===== src/rtl/cfg_node_pkg.sv =====
// Shared types and elaboration-time helpers for the daisy-chained config node.
// Latency: none (types and constant functions only).
// Backpressure: none; consumers accept a beat every cycle.
package cfg_node_pkg;

    // Frame-level state of a node. CHK is only entered when CFG_NODE_PARITY_EN is defined.
    typedef enum logic [2:0] {
        IDLE = 3'd0,
        HDR  = 3'd1,
        PAY  = 3'd2,
        CHK  = 3'd3,
        CMT  = 3'd4
    } state_t;

    // Number of beats needed to carry 'bits' bits over 'lanes' lanes.
    function automatic int ceil_div(input int bits, input int lanes);
        return (bits + lanes - 1) / lanes;
    endfunction

    // All-ones ID of the given width; frames carrying it address every node.
    function automatic logic [63:0] bcast_id(input int width);
        logic [63:0] r;
        r = '0;
        for (int i = 0; i < 64; i++) begin
            if (i < width) r[i] = 1'b1;
        end
        return r;
    endfunction

    // Width of a beat counter able to index both the header and payload phases.
    function automatic int cnt_width(input int cfg_size, input int lanes, input int id_width);
        int max_beats;
        max_beats = ceil_div(id_width, lanes);
        if (ceil_div(cfg_size, lanes) > max_beats) max_beats = ceil_div(cfg_size, lanes);
        return (max_beats > 1) ? $clog2(max_beats) : 1;
    endfunction

endpackage


===== src/rtl/cfg_node_rx.sv =====
// Frame receiver: beat counter, header ID accumulator and hit decision, optional lane parity.
// Latency: last_hdr/last_pay/parity_ok are combinational on the current beat; hit is registered.
// Backpressure: none; one beat is consumed every cycle. Optional macro: CFG_NODE_PARITY_EN.
module cfg_node_rx
    import cfg_node_pkg::*;
#(
    parameter int CFG_SIZE = 64,
    parameter int LANES    = 1,
    parameter int ID_WIDTH = 8,
    parameter int ID       = 7,
    parameter int CNT_W    = cnt_width(CFG_SIZE, LANES, ID_WIDTH)
) (
    input  logic             clk,
    input  logic             crst,
    input  state_t           i_state,
    input  logic             i_start,
    input  logic [LANES-1:0] i_beat,
    output logic             o_hit,
    output logic             o_last_hdr,
    output logic             o_last_pay,
`ifdef CFG_NODE_PARITY_EN
    output logic             o_parity_ok,
`endif
    output logic [CNT_W-1:0] o_idx
);

    localparam int                ID_BEATS  = ceil_div(ID_WIDTH, LANES);
    localparam int                PAY_BEATS = ceil_div(CFG_SIZE, LANES);
    localparam logic [CNT_W-1:0]  ID_LAST   = CNT_W'(ID_BEATS - 1);
    localparam logic [CNT_W-1:0]  PAY_LAST  = CNT_W'(PAY_BEATS - 1);
    localparam logic [CNT_W-1:0]  CNT_ONE   = CNT_W'(1);
    localparam logic [ID_WIDTH-1:0] BCAST   = ID_WIDTH'(bcast_id(ID_WIDTH));
    localparam logic [ID_WIDTH-1:0] MY_ID   = ID_WIDTH'(ID);

    logic [CNT_W-1:0]    r_cnt;
    logic [ID_WIDTH-1:0] r_id;
    logic                r_hit;

    logic [CNT_W-1:0]    w_idx;
    logic [ID_WIDTH-1:0] w_id;
    logic                w_in_hdr;
    logic                w_in_pay;
    logic                w_last_hdr;
    logic                w_last_pay;

    // Classify the current beat; a start beat is always header beat 0, whatever the state.
    always_comb begin
        w_in_hdr   = i_start || (i_state == HDR);
        w_in_pay   = !i_start && (i_state == PAY);
        w_idx      = i_start ? '0 : r_cnt;
        w_last_hdr = w_in_hdr && (w_idx == ID_LAST);
        w_last_pay = w_in_pay && (r_cnt == PAY_LAST);
        w_id       = '0;
        for (int b = 0; b < ID_WIDTH; b++) begin
            if (w_idx == CNT_W'(b / LANES)) w_id[b] = i_beat[b % LANES];
            else                            w_id[b] = i_start ? 1'b0 : r_id[b];
        end
    end

    // Advance the beat counter and accumulate the ID; decide the hit on the last header beat.
    always_ff @(posedge clk) begin
        if (crst) begin
            r_cnt <= '0;
            r_id  <= '0;
            r_hit <= 1'b0;
        end else if (w_in_hdr) begin
            r_id <= w_id;
            if (w_last_hdr) begin
                r_hit <= (w_id == MY_ID) || (w_id == BCAST);
                r_cnt <= '0;
            end else begin
                r_cnt <= w_idx + CNT_ONE;
            end
        end else if (w_in_pay) begin
            r_cnt <= w_last_pay ? '0 : (r_cnt + CNT_ONE);
        end
    end

`ifdef CFG_NODE_PARITY_EN
    logic [LANES-1:0] r_par;

    // Per-lane running XOR over every header and payload beat of the current frame.
    always_ff @(posedge clk) begin
        if (crst) begin
            r_par <= '0;
        end else if (i_start) begin
            r_par <= i_beat;
        end else if ((i_state == HDR) || (i_state == PAY)) begin
            r_par <= r_par ^ i_beat;
        end
    end

    assign o_parity_ok = (i_beat == r_par);
`endif

    assign o_hit      = r_hit;
    assign o_last_hdr = w_last_hdr;
    assign o_last_pay = w_last_pay;
    assign o_idx      = r_cnt;

endmodule


===== src/rtl/cfg_node_mlane.sv =====
// Daisy-chained config node: ID-addressed multi-lane frames load a shadow, committed to cfg.
// Latency: forwarding 1 cycle; cfg/cfg_sr_pulse update 1 cycle after the final frame beat's edge.
// Backpressure: none; every beat is consumed and forwarded. Optional macro: CFG_NODE_PARITY_EN.
module cfg_node_mlane
    import cfg_node_pkg::*;
#(
    parameter int CFG_SIZE = 64,
    parameter int LANES    = 1,
    parameter int ID_WIDTH = 8,
    parameter int ID       = 7
) (
    input  logic                clk,
    input  logic                crst,
    input  logic                cfg_in_start,
    input  logic [LANES-1:0]    cfg_bit_in,
    output logic                cfg_out_start,
    output logic [LANES-1:0]    cfg_bit_out,
    output logic [CFG_SIZE-1:0] cfg,
    output logic                cfg_sr_pulse,
    output logic                cfg_busy,
    output logic                cfg_err
);

    localparam int CNT_W = cnt_width(CFG_SIZE, LANES, ID_WIDTH);

    state_t              r_state;
    state_t              w_next;
    logic [CFG_SIZE-1:0] r_shadow;
    logic [CFG_SIZE-1:0] r_cfg;
    logic                r_pulse;
    logic                r_fwd_start;
    logic [LANES-1:0]    r_fwd_bits;

    logic                w_hit;
    logic                w_last_hdr;
    logic                w_last_pay;
    logic [CNT_W-1:0]    w_pay_idx;
`ifdef CFG_NODE_PARITY_EN
    logic                w_parity_ok;
    logic                w_err_set;
    logic                r_err;
`endif

    cfg_node_rx #(
        .CFG_SIZE (CFG_SIZE),
        .LANES    (LANES),
        .ID_WIDTH (ID_WIDTH),
        .ID       (ID),
        .CNT_W    (CNT_W)
    ) u_rx (
        .clk         (clk),
        .crst        (crst),
        .i_state     (r_state),
        .i_start     (cfg_in_start),
        .i_beat      (cfg_bit_in),
        .o_hit       (w_hit),
        .o_last_hdr  (w_last_hdr),
        .o_last_pay  (w_last_pay),
`ifdef CFG_NODE_PARITY_EN
        .o_parity_ok (w_parity_ok),
`endif
        .o_idx       (w_pay_idx)
    );

    // State register.
    always_ff @(posedge clk) begin
        if (crst) r_state <= IDLE;
        else      r_state <= w_next;
    end

    // Next state: a start beat always opens a new frame (aborting one in flight, if any).
    always_comb begin
        w_next = r_state;
`ifdef CFG_NODE_PARITY_EN
        w_err_set = 1'b0;
`endif
        if (cfg_in_start) begin
            w_next = w_last_hdr ? PAY : HDR;
        end else begin
            case (r_state)
                IDLE: w_next = IDLE;
                HDR:  if (w_last_hdr) w_next = PAY;
`ifdef CFG_NODE_PARITY_EN
                PAY:  if (w_last_pay) w_next = CHK;
                CHK: begin
                    if (w_parity_ok) begin
                        w_next = CMT;
                    end else begin
                        w_next    = IDLE;
                        w_err_set = w_hit;
                    end
                end
`else
                PAY:  if (w_last_pay) w_next = CMT;
                CHK:  w_next = IDLE;
`endif
                CMT:  w_next = IDLE;
                default: w_next = IDLE;
            endcase
        end
    end

    // Payload beats of an addressed frame land in the shadow; cfg itself is untouched here.
    always_ff @(posedge clk) begin
        if (crst) begin
            r_shadow <= '0;
        end else if ((r_state == PAY) && !cfg_in_start && w_hit) begin
            for (int b = 0; b < CFG_SIZE; b++) begin
                if (w_pay_idx == CNT_W'(b / LANES)) r_shadow[b] <= cfg_bit_in[b % LANES];
            end
        end
    end

    // Commit the shadow and raise the one-cycle strobe when an addressed frame completes.
    always_ff @(posedge clk) begin
        if (crst) begin
            r_cfg   <= '0;
            r_pulse <= 1'b0;
        end else begin
            r_pulse <= (r_state == CMT) && w_hit;
            if ((r_state == CMT) && w_hit) r_cfg <= r_shadow;
        end
    end

    // Pass every beat down the chain unchanged, one cycle later.
    always_ff @(posedge clk) begin
        if (crst) begin
            r_fwd_start <= 1'b0;
            r_fwd_bits  <= '0;
        end else begin
            r_fwd_start <= cfg_in_start;
            r_fwd_bits  <= cfg_bit_in;
        end
    end

`ifdef CFG_NODE_PARITY_EN
    // Sticky parity error, raised only by frames addressed to this node.
    always_ff @(posedge clk) begin
        if (crst)           r_err <= 1'b0;
        else if (w_err_set) r_err <= 1'b1;
    end

    assign cfg_err = r_err;
`else
    assign cfg_err = 1'b0;
`endif

    assign cfg_out_start = r_fwd_start;
    assign cfg_bit_out   = r_fwd_bits;
    assign cfg           = r_cfg;
    assign cfg_sr_pulse  = r_pulse;
    assign cfg_busy      = (r_state != IDLE);

endmodule


===== config.mk =====
export PLATFORM = sky130hd
export DESIGN_NAME = cfg_node_mlane
export DESIGN_NICKNAME = d
export VERILOG_FILES = /design/src/rtl/cfg_node_pkg.sv /design/src/rtl/cfg_node_rx.sv /design/src/rtl/cfg_node_mlane.sv
export SDC_FILE = /design/constraint.sdc
export NUM_CORES = 1
export LEC_CHECK = 0
export CORE_ASPECT_RATIO = 1.75
export CORE_MARGIN = 2
export CORE_UTILIZATION = 40
export CTS_CLUSTER_DIAMETER = 150
export CTS_CLUSTER_SIZE = 16
export DETAILED_ROUTE_END_ITERATION = 10
export GPL_ROUTABILITY_DRIVEN = 0
export PLACE_DENSITY = 0.66
export RECOVER_POWER = 25
export SLEW_MARGIN = 20
export SYNTH_ARGS = -nofsm -noshare
export SYNTH_HDL_FRONTEND = slang
export SYNTH_SLANG_ARGS = --single-unit
export TNS_END_PERCENT = 100

===== constraint.sdc =====
create_clock -name clk -period 2.13 [get_ports clk]
set_input_delay 0.426 -clock clk [delete_from_list [all_inputs] [get_ports clk]]
set_output_delay 0.426 -clock clk [all_outputs]
set_load 0.02 [all_outputs]

======== Word-level counts from Yosys, hierarchy flattened ========
Cells that the tools add are included.
storage, ports and cells
  register bits ........................... 149
  output and inout bits ................... 69
  logic and storage cells ................. 255
operators by class
  add/sub/neg operators ................... 2
  equality and inequality tests ........... 77
  muxes and demuxes ....................... 26
  reduce and logical (&&, ||, !) cells .... 78
operators by type and width
  kind                 number
  $eq 6x6->1 const B   32
  $reduce_and 2->1     66
  $eq 6x5->1 const B   16
  $eq 6x3->1 const B   8
  $eq 6x4->1 const B   8
  $mux 6               5
  $eq 6x2->1 const B   4
  $mux 1               16
  $add 6x1->6 const B  2
  $eq 6x1->1 const B   2
  $logic_not 6->1      2
  $mux 3               3
  $eq 8x3->1 const B   1
  $eq 8x8->1 const B   1
  $pmux 3 s2           1
  $logic_and 1x1->1    5
  $eq 3x1->1 const B   1
  $eq 3x2->1 const B   1
  $eq 3x3->1 const B   1
  $ne 3x2->1 const B   1
  $ne 3x3->1 const B   1
  $reduce_bool 3->1    1
  $logic_or 1x1->1     2
  $mux 2               1
  2 further kinds      2

======== Depth between registers and ports, before layout ========
  depth in word-level cells ............... 6
  depth in mapped cells ................... 7
  depth with buffers taken out ............ 6

======== Modules after synthesis ========
A second synthesis with hierarchy kept.
unflattened totals
  cell total of the unflattened synthesis .. 777
  area total of the unflattened synthesis .. 6,922.9 µm²
modules (own cells, without submodules)
  module          times used  cells each  area an instance (µm²)
  cfg_node_mlane  1           636         5,756.8
  cfg_node_rx     1           141         1,166.1

======== Worst setup path before layout ========
OpenSTA, ideal clock, no wires.
  path type ............................... in2reg
  start ................................... input port cfg_in_start
  end ..................................... register r_shadow[36]
  library setup time ...................... 0.128 ns
  arrival ................................. 1.654 ns
  required time ........................... 2.002 ns
  path slack .............................. 0.348 ns
  cell stages on the path ................. 7
  path buffers ............................ 1
  path through ............................ clkbuf_1 nand2b_1 nor4b_2 and2_1 nand2_1 mux2i_1 nor2_1
between the ends
  longest elaborated chain between the ends .. 4
RTL lines
  element                            RTL line               text
  start, declared                    cfg_node_mlane.sv:14   input logic cfg_in_start,
  $logic_not 1->1                    cfg_node_mlane.sv:107  end else if ((r_state == PAY) && !cfg_in_start && w_hit) begin
  $logic_and 1x1->1 (2 in series)    cfg_node_mlane.sv:107
  $reduce_and 2->1 (no source line)  -
  end signal, assigned by index      cfg_node_mlane.sv:109  if (w_pay_idx == CNT_W'(b / LANES)) r_shadow[b] <= cfg_bit_in[b % LANES];
  end, declared                      cfg_node_mlane.sv:28   logic [CFG_SIZE-1:0] r_shadow;
No other way between the ends.
A chain may end at the register's enable or synchronous reset.

======== Final worst setup path ========
  start ................................... register r_state[2]
  end ..................................... output port cfg_busy
between the ends
  longest elaborated chain between the ends .. 1
RTL lines
  element                 RTL line               text
  start, declared         cfg_node_mlane.sv:26   state_t r_state;
  start signal, assigned  cfg_node_mlane.sv:68   else r_state <= w_next;
  $reduce_bool 3->1       cfg_node_mlane.sv:152  assign cfg_busy = (r_state != IDLE);
  end, declared           cfg_node_mlane.sv:20   output logic cfg_busy,
No other way between the ends.

==> impl_metrics.csv <==
group,metric,value,unit
clocking,clock_sinks,149,
yosys,synth_xor_area_share,0.144,%
die,die_area,16300,µm²
clocking,cts_root_buffer,"clkbuf_16",
yosys,syn_area,6100,µm²
die,core-area,14900,µm²
route,dr.pass1.iters,5,
critical_path,rr_worst_depth,6,
yosys,synth_cell_types,47,
sta,finalHoldViolCount,0,
global_routing,grt_util_met2,36.9,%
yosys,synthCells,753,
critical_path,reg2reg_slack,0.15,ns
critical_path,critPathLaunch,"r_state[2]",
critical_path,crit_family,"buffers and inverters",
yosys,ys_seq_elements,149,
finish,nFillCells,1452,
place,port_buffers,71,
route,final_antenna_net_count,0,
yosys,yosysSeqAreaShare,48.9,%
yosys,synth_top_area_share,48.9,%
sta,finalCritPeriodShare,94.6,%
yosys,synth_edf_count,0,
critical_path,r2r_start,"r_state[1]",
critical_path,critPathMaxStageDelay,0.38,ns
critical_path,cp_num_buf_inv,2,
route,first_iter_violations,366,
yosys,syn_nets,761,
critical_path,slowest_stage,"or3_1",
clocking,cts_tree,"done",
global_routing,use_met1,23.1,%
yosys,synth_area_leader_cell,"dfxtp_1",
critical_path,worstSetupEndpoint,"cfg_busy",
yosys,synth_common_cells,"198 x nand2_1, 149 x dfxtp_1, 119 x a21oi_1",
critical_path,start_kind,"flip-flop",
die,die_w,97.4,µm
critical_path,crit_required,1.70,ns
power,p_leak,2.73,nW
critical_path,cp.arrival,1.59,ns
place,dp.final_hpwl,11.4,mm
die,core.rowCount,59,
global_routing,grtUsageTotal,20.2,%
sta,worst_pin_slew,1.01,ns
global_routing,top_usage_layer,"met2",
sta,fin_worst_skew,0.00904,ns
die,ios,73,
clocking,cts-buffers-inserted,17,
clocking,clk_path_buf_depth,2,
critical_path,path_cells,"buf_4, or3_1, dlygate4sd2_1",
clocking,path_clk_slew,0.06,ns
finish,num_antenna_cells,0,
route,avgViaCountPerCell,5.32,
critical_path,path_class,"reg2out",
global_routing,use_met3,3.51,%
die,start_util,40.9,%
route,wirelength,16.6,mm
yosys,synth_warnings,0,
critical_path,r2r_end,"r_shadow[23]",
yosys,synth.most_common_cell,"nand2_1",
sta,post-route-min-period,2.02,ns
global_routing,grt-ovfl-total,0,
critical_path,cp-end-kind,"output pin",
finish,nets,819,
critical_path,path_depth,3,
finish,drive_gt1_share,10.4,%
yosys,syn_avg_cell_area,8.10,µm²
finish,multi_input_area,2840,µm²
sta,rsz0062_at_grt,"false",
clocking,insertion_delay,0.42,ns
global_routing,grt_first_pass_wirelength,26.2,mm
hold_path,min_path_type,"reg2reg",
power,vdd_drop_max,559,µV
place,placed_cells,975,
yosys,synth_top_family_by_area,"simple AND/OR/NAND/NOR gates",
yosys,synth-compound-area-share,13.9,%
die,die_h,167,µm
critical_path,critical_path.max_fanout,6,
global_routing,antenna_found_initial,0,
finish,utilization,51.6,%
route,drcViolationCount,0,
route,vias,5347,
finish,register_area,2980,µm²
yosys,synth_adder_area_share,0.820,%
clocking,cts_max_level,4,
sta,setup_viol,0,
finish,area_growth,26.2,%
yosys,synth.area.mux_share,5.25,%
sta,slew_headroom,33.0,%
yosys,async_flop_share,0,%
sta,report.final.slew_viol_count,0,
run,max_cap_viol_count,0,
global_routing,grt_max_degree,96,
finish,fin_cells,1006,
route,wire_per_inst,16.5,µm
power,powerDensity,827,nW/µm²
power,total_power,6.37,mW
yosys,yosys.area_share.simple,25.9,%
yosys,ys.flop_type,"dfxtp_1",
global_routing,grt_pass1_vias,4981,
clocking,postCtsSetupBuffers,0,
yosys,netlist_top_cells_area,"dfxtp_1 49%, nand2_1 12%, a21oi_1 9.8%",
outcome,status,"completed",
sta,max_freq,496,MHz
## report_power, final
group	leakage [nW]	total [mW]	switching, mW	internal, mW
clock	0.324	3.38	1.13	2.25
sequential	1.20	2.81	0.00989	2.80
combinational	1.21	0.180	0.127	0.0533
## through the flow
step / hold WS [ns] / setup slack, ns / area, µm² / TNS [ns]
finish: 0.449 / 0.114 / 7700 / 0
CTS: 0.408 / 0.0766 / 7710 / 0
global placement: 0.438 / -0.140 / 7050 / -0.338
detailed placement: 0.440 / -0.141 / 7050 / -0.450
global route: 0.470 / 0.0243 / 7700 / 0
floorplan: 0.428 / 0.348 / 6100 / 0
## layout make-up
class                      count  share of cell area [%]
tap                          183                    2.97
clock inverter                 9                    2.58
sequential                   149                    38.7
inverter                       3                   0.146
timing repair buffer         105                    12.6
multi-input combinational    535                    36.9
clock buffer                  22                    6.03
## state kept, by name (all words and copies together), names as in the netlist
signal,cells
u_rx.r_id,8
cfg_bit_out,1
u_rx.o_idx,6
cfg_sr_pulse,1
cfg,64
r_state,3
u_rx.o_hit,1
cfg_out_start,1
r_shadow,64
## worst reg2reg max path, stage by stage (launching register included)
cell and delay (ns):
dfxtp_1 0.41, or3b_4 0.52, nor4b_4 0.34, and2_2 0.26, nand2_1 0.12, mux2i_1 0.17
nor2_1 0.05
## placed cells by master (no fill, tap or decap), types with 2 or more instances in the layout
| master | Yosys | final |
|---|---|---|
| a211oi_1 | 4 | 4 |
| a21oi_1 | 119 | 119 |
| a31oi_1 | 2 | 2 |
| and2_2 | 3 | 6 |
| and2_4 | 1 | 2 |
| buf_12 | 0 | 2 |
| buf_4 | 2 | 28 |
| bufinv_16 | 0 | 6 |
| clkbuf_1 | 34 | 6 |
| clkbuf_16 | 0 | 17 |
| clkbuf_8 | 0 | 2 |
| clkdlybuf4s50_1 | 0 | 68 |
| clkinv_2 | 0 | 2 |
| dfxtp_1 | 149 | 149 |
| ha_1 | 4 | 4 |
| inv_1 | 3 | 3 |
| mux2i_1 | 32 | 32 |
| nand2_1 | 198 | 198 |
| nand2_2 | 4 | 4 |
| nand2b_1 | 9 | 9 |
| nand3_1 | 14 | 14 |
| nand4_1 | 32 | 32 |
| nor2_1 | 37 | 37 |
| nor2b_1 | 7 | 7 |
| nor3_1 | 4 | 4 |
| nor4_4 | 2 | 2 |
| nor4b_4 | 1 | 2 |
| o21ai_0 | 30 | 30 |
| o21ai_1 | 5 | 5 |
| or2_2 | 2 | 2 |
| or3_1 | 3 | 3 |
## metal layers
metal,up-vias,wire [µm],part of all wire (%)
met3,22,565,3.4
met2,136,8990,54
met1,2522,6660,40
met4,0,361,2.2
met5,-,0,0
li1,2667,-,-
## worst min-delay path by stage
| stage | start | endpoint | slack (ns) | depth (start not counted) |
|---|---|---|---|---|
| floorplan | r_shadow[12] | cfg[12] | 0.43 | 2 |
| global placement | u_rx.r_id[6] | u_rx.r_id[6] | 0.44 | 2 |
| CTS | crst | u_rx.o_idx[4] | 0.41 | 3 |
| detailed placement | r_shadow[41] | cfg[41] | 0.44 | 2 |
| global route | u_rx.r_id[6] | u_rx.r_id[6] | 0.47 | 2 |
| finish | r_shadow[18] | cfg[18] | 0.45 | 2 |
## kinds of logic (layout without fill, tap and decap cells)
group / after synthesis / in the layout
buf+inv: 69 / 139
other cells: 1 / 1
compound gates: 164 / 164
flops: 149 / 149
xor+xnor: 1 / 1
simple gates: 333 / 333
fa+ha+maj: 4 / 4
mux: 32 / 32
## repair_timing
| action | CTS | global route |
|---|---|---|
| endpoints found under the hold margin | 0 | 0 |
| endpoints found under the setup margin | 3 | 12 |
| resized for setup | 2 | 5 |
| hold buffers | 0 | 0 |
(Power assumes the default switching activity.)
